===== src/rtl/fp_greaterthan_pkg.sv =====
// Shared constants and types for the fp_greaterthan comparator.
// The word is {sign, exponent, significand}. The sign is the MSB.
// The default widths give a 13-bit word.
package fp_greaterthan_pkg;

  localparam int EXP_W_DEF = 4;
  localparam int SIG_W_DEF = 8;
  localparam int W_DEF     = 1 + EXP_W_DEF + SIG_W_DEF;

  // Field positions for the default word layout
  localparam int SIGN_POS = W_DEF - 1;
  localparam int EXP_MSB  = W_DEF - 2;
  localparam int EXP_LSB  = SIG_W_DEF;
  localparam int SIG_MSB  = SIG_W_DEF - 1;
  localparam int SIG_LSB  = 0;

  typedef logic [W_DEF-1:0] fp_word_t;

endpackage


===== src/rtl/fp_mag_compare.sv =====
// Combinational sign/magnitude "a greater than b" decision.
// The magnitude is the raw {exponent, significand} field. No normalization is applied.
// A zero magnitude counts as zero whatever its sign bit is.
module fp_mag_compare
  import fp_greaterthan_pkg::*;
#(
  parameter int EXP_W = EXP_W_DEF,
  parameter int SIG_W = SIG_W_DEF
) (
  input  logic [EXP_W+SIG_W:0] a,
  input  logic [EXP_W+SIG_W:0] b,
  output logic                 a_gt_b
);

  localparam int W = 1 + EXP_W + SIG_W;

  logic [W-2:0] mag_a;
  logic [W-2:0] mag_b;
  logic         neg_a;
  logic         neg_b;

  // Only a set sign bit on a nonzero magnitude makes a value negative.
  // This makes -0 compare equal to +0.
  always_comb begin
    mag_a  = a[W-2:0];
    mag_b  = b[W-2:0];
    neg_a  = a[W-1] && (mag_a != '0);
    neg_b  = b[W-1] && (mag_b != '0);
    a_gt_b = 1'b0;
    case ({neg_a, neg_b})
      2'b00:   a_gt_b = (mag_a > mag_b);
      2'b01:   a_gt_b = 1'b1;
      2'b10:   a_gt_b = 1'b0;
      default: a_gt_b = (mag_a < mag_b);
    endcase
  end

endmodule


===== src/rtl/fp_greaterthan.sv =====
// Registered floating-point "first > second" comparator. Latency is 1 and throughput is 1 per cycle.
// Optional build macro: FP_GREATERTHAN_INPUT_CHECK_EN adds the registered err output.
// err flags any operand that has a nonzero magnitude but a clear significand MSB.
// Handshake: in_valid marks the operands sampled on a rising edge. out_valid is
// in_valid delayed by one cycle. There is no backpressure. While out_valid is low,
// gt keeps its previous value.
module fp_greaterthan
  import fp_greaterthan_pkg::*;
#(
  parameter int EXP_W = EXP_W_DEF,
  parameter int SIG_W = SIG_W_DEF
) (
  input  logic                 clk,
  input  logic                 rst_n,
  input  logic                 in_valid,
  input  logic [EXP_W+SIG_W:0] first,
  input  logic [EXP_W+SIG_W:0] second,
  output logic                 out_valid,
  output logic                 gt
`ifdef FP_GREATERTHAN_INPUT_CHECK_EN
  ,
  output logic                 err
`endif
);

  localparam int W = 1 + EXP_W + SIG_W;

  logic cmp_gt;
  logic out_valid_d, out_valid_q;
  logic gt_d, gt_q;

  fp_mag_compare #(
    .EXP_W (EXP_W),
    .SIG_W (SIG_W)
  ) u_cmp (
    .a      (first),
    .b      (second),
    .a_gt_b (cmp_gt)
  );

  // Capture a new result only when operands are valid; otherwise hold gt
  always_comb begin
    out_valid_d = in_valid;
    gt_d        = in_valid ? cmp_gt : gt_q;
  end

  // Result registers with asynchronous clear
  always_ff @(posedge clk or negedge rst_n) begin
    if (!rst_n) begin
      out_valid_q <= 1'b0;
      gt_q        <= 1'b0;
    end else begin
      out_valid_q <= out_valid_d;
      gt_q        <= gt_d;
    end
  end

  assign out_valid = out_valid_q;
  assign gt        = gt_q;

`ifdef FP_GREATERTHAN_INPUT_CHECK_EN
  logic err_d, err_q;
  logic bad_a, bad_b;

  // Flag an unnormalized operand: nonzero magnitude with a clear leading significand bit
  always_comb begin
    bad_a = (first[W-2:0]  != '0) && !first[SIG_W-1];
    bad_b = (second[W-2:0] != '0) && !second[SIG_W-1];
    err_d = in_valid ? (bad_a || bad_b) : err_q;
  end

  // err is registered alongside gt
  always_ff @(posedge clk or negedge rst_n) begin
    if (!rst_n) err_q <= 1'b0;
    else        err_q <= err_d;
  end

  assign err = err_q;
`endif

endmodule


===== config.mk =====
export PLATFORM = sky130hd
export DESIGN_NAME = fp_greaterthan
export DESIGN_NICKNAME = d
export VERILOG_FILES = /design/src/rtl/fp_greaterthan_pkg.sv /design/src/rtl/fp_mag_compare.sv /design/src/rtl/fp_greaterthan.sv
export SDC_FILE = /design/constraint.sdc
export NUM_CORES = 1
export LEC_CHECK = 0
export CAP_MARGIN = 30
export CORE_MARGIN = 3
export CORE_UTILIZATION = 33
export DETAILED_ROUTE_END_ITERATION = 6
export GPL_TIMING_DRIVEN = 0
export PLACE_DENSITY = 0.76
export SYNTH_ARGS = -nofsm -noshare
export SYNTH_HDL_FRONTEND = slang
export SYNTH_SLANG_ARGS = --single-unit

===== constraint.sdc =====
create_clock -name clk -period 1 [get_ports clk]
set_clock_uncertainty 0.1 [all_clocks]
set_input_delay 0.2 -clock clk [delete_from_list [all_inputs] [get_ports clk]]
set_output_delay 0.2 -clock clk [all_outputs]
set_load 0.02 [all_outputs]

Word-level counts from Yosys, hierarchy flattened. Index checks and enable logic that the tools add are counted.

$lt $le $gt $ge: 2. Equality and inequality tests: 2. Muxes and demuxes: 1. Reductions and logical operators: 5.

Operator list (number): 12-bit nonzero test (2); 12-bit greater-than comparator (1); 12-bit less-than comparator (1); 1-bit case mux with 3 select lines (1); 2-bit by 1-bit equality test with 1-bit output, second input constant (1); 2-bit equality test, second input constant (1); 1-bit logical AND (2); 2-bit logical NOT (1).

Flip-flop bits (word level): 2. Output and inout port bits: 2. Logic and storage cells: 12.

Depth between registers and ports, before layout.
Depth in word-level cells: 4. Depth in mapped cells: 7. Mapped depth without buffers: 7.

By module. Synthesis repeated with hierarchy kept, for this count alone.

Cell total of the unflattened synthesis: 56. Area total of the unflattened synthesis: 429.2 um2.

Modules (own cells, without submodules): fp_mag_compare (instances 1, cells an instance 53, area an instance 364.1 um2); fp_greaterthan (instances 1, cells an instance 3, area an instance 65.1 um2).

Least setup slack after synthesis. Ideal clock, no wire load.

Path kind: input to register. Start: input port second[3]. End: register gt_q (netlist: gt). Setup time: 132 ps. Data arrival time: 1304 ps. Setup slack: -536 ps. Stages on the path: 7. Buffers on the path: 0. Cells stage by stage: inv_1 ha_1 and3_2 nor2b_1 o31ai_1 a32o_1 a211oi_2.

Word-level cells in the longest chain between the ends: 4. Elaborated cells between the ends (all ways): 8.

RTL lines: from (decl) (RTL line fp_greaterthan.sv:17) `input logic [EXP_W+SIG_W:0] second,`; branches (longest 3 deep; another with 12-bit less-than comparator); 1-bit case mux with 3 select lines (*) (RTL line fp_mag_compare.sv:30) `case ({neg_a, neg_b})`; to (signal assigned) (RTL line fp_greaterthan.sv:54) `gt_q <= gt_d;`; to (decl) (RTL line fp_greaterthan.sv:30) `logic gt_d, gt_q;`.

Every way passes the cells marked *. A chain may end at the register's enable or synchronous reset.

Worst setup path in the final report.
Start: input port second[1]. End: register gt_q (netlist: gt).

The elaborated chain is that of the path after synthesis.

==> run metrics <==
die height=42.6 µm; CP cell instances=buf_2, inv_1, ha_4, and3_4, nor2b_4, o31ai_2, a32o_2, a211oi_2; Crit Path Class=in2reg; R2R depth=2; Post-synth ARST share=1.00; reg2reg start=gt; switch share=0.347; worst endpoint required time=1030 ps; Nets=135; CTS root buf=clkbuf_4; layout cell share with drive strength beyond 1=0.707; clk buf depth=2; syn_area_per_cell=7.77 µm²; Sequential Power Share=0.136; CTS Buf Count=3; Pleak=0.425 nW; Logic pwr share=0.613; RSZ-0062 raised after global routing=true; Final setup viols=3; DR vias/cell=5.58; Net Sw Power=0.246 mW; Max stage delay on crit path=250 ps; Total Routing Usage GR=0.225; initial drt markers=2; Peak VDD IR=0.404 mV; Hold Slack=50.6 ps; Die ar.=0.00182 mm²; Post-Syn Nets=98; post-synthesis cell type count=20; reg-to-reg endpoint=gt; Total Power=0.709 mW; Fin. Hold Viols=0; Port-buffer cells=30; clock network fraction of total power=0.251; Worst Max-Slew Pin Slew=344 ps; final worst slack=-439 ps; wire per inst=17.2 µm; P&R area growth vs syn=121%; slowest stage cell, crit path=ha_4; Synth top area share=0.339; Detailed Routing Iterations Pass 1=3; Worst slew margin=0.768; initial antenna violation count=0; Worst Setup End Kind=flip-flop; cell taking the most area after synthesis=ha_1; Synth Instances=57; setup_tns=-504 ps; CORE AREA=0.00119 mm²; hold crit path type=in2async; effective utilization at floorplan=0.373; placer congestion estimate=0.744; max_cap viols=0; Period Utilization, post-route=1.44; H-Tree Depth=1; Worst Path Arrival=1470 ps; post-synthesis sequential area ratio=0.113; Final ANT Viol Nets=0; flops & latches, synth=2; Pwr Density=725 mW/mm²; clk_lat worst skew=220 ps; multi-input logic area=557 µm²; max frequency=695 MHz; Pint=0.463 mW; worst slack, placed=-1180 ps; vias=592; hold bufs inserted after CTS=0; Remaining Overflow, GRT=0; status=finished with violations; fill count=71; CP Max Fanout=2; Synth Flop Type=dfrtp_1; Critical Path Start Type=input port; CTS Sinks=2; I/O pin cnt=31; # DRC=0; fin util=0.825; register area=50.0 µm²; top post-synthesis cells by area=ha_1, dfrtp_1, inv_1; TritonCTS clock tree=built; Netlist Area Pre-Place=443 µm²; R2R Setup Slk=170 ps; EDFF count, synth=0; Yosys warnings=0; post-DP HPWL=1350 µm; violated checks=negative setup slack; Cell Rows=12; vias in the first global route=690; Tmin final=1440 ps; clock transition at the registers of the reported paths=30 ps; Final Slew Violations=0; Die X=42.6 µm; wire length of the first global-routing pass=3030 µm; largest net degree at the start of global routing=5; final WL=1830 µm; Antenna Cells=0
==> worst max-delay path, delay by kind of cell <==
kind            cells  cell delay, ps
simple gates        2             320
compound gates      3             540
buf+inv             2             160
fa+ha+maj           1             250
==> synthesized netlist by cell type, types with 2 or more instances <==
master    n
a21oi_1   5
dfrtp_1   2
ha_1     12
inv_1    12
nand2_1   3
nand3_1   4
nor4_1    6
==> cell usage in the layout, fill, tap and decap left out, drive strengths merged, types with 2 or more instances in the layout <==
cell	instances
buf	26
ha	12
inv	12
nor4	6
a21oi	5
nand3	4
clkdlybuf4s50	4
clkbuf	3
nand2	3
dfrtp	2
dlygate4sd2	2
==> layout make-up <==
type | count | area share
multi-input cells | 43 | 0.569
repair buffers | 32 | 0.275
inverters | 12 | 0.0639
flip-flops and latches | 2 | 0.0512
clock buffers | 3 | 0.0230
well taps | 14 | 0.0179
==> worst max path at each step <==
stage / from / end
2_1_floorplan: second[2] / gt
3_3_place_gp: second[2] / gt
3_5_place_dp: second[2] / gt
4_1_cts: first[10] / gt
5_1_grt: second[1] / gt
6_report: second[1] / gt
==> flip-flops by register name, summed over array words and instances (netlist names) <==
register   cells
out_valid      1
gt             1
==> kinds of logic (layout without fill, tap and decap cells) <==
family,count (synthesis),after routing,synth area share
flops,2,2,0.113
fa+ha+maj,12,12,0.339
simple gates,20,20,0.274
buf+inv,12,47,0.102
compound gates,11,11,0.172
==> metal layers <==
| layer | vias up | global-route usage | part of all wire |
|---|---|---|---|
| met4 | 0 | 0.118 | 0.033 |
| met1 | 276 | 0.229 | 0.38 |
| met5 | - | 0 | 0 |
| met2 | 22 | 0.422 | 0.55 |
| met3 | 8 | 0.0386 | 0.037 |
| li1 | 286 | - | - |
==> power by group through the flow <==
| stage | Combinational [mW] | Clock, mW | Sequential [mW] |
|---|---|---|---|
| global route | 0.475 | 0.195 | 0.0966 |
| floorplan | 0.143 | 0 | 0.105 |
| CTS | 0.413 | 0.186 | 0.0965 |
| detailed placement | 0.339 | 0 | 0.0957 |
| finish | 0.435 | 0.178 | 0.0964 |
| global placement | 0.330 | 0 | 0.0944 |
==> per-stage QoR <==
step	cell area (µm²)	std cells
6_report	978	106
5_1_grt	978	106
4_1_cts	971	106
3_5_place_dp	838	101
3_3_place_gp	838	101
2_1_floorplan	520	57
==> timing repair <==
action                     CTS  global route
pin swaps                   24             1
gates resized for setup    143             1
setup buffers                2             0
setup endpoints to repair    3             3
(Power assumes the default switching activity.)
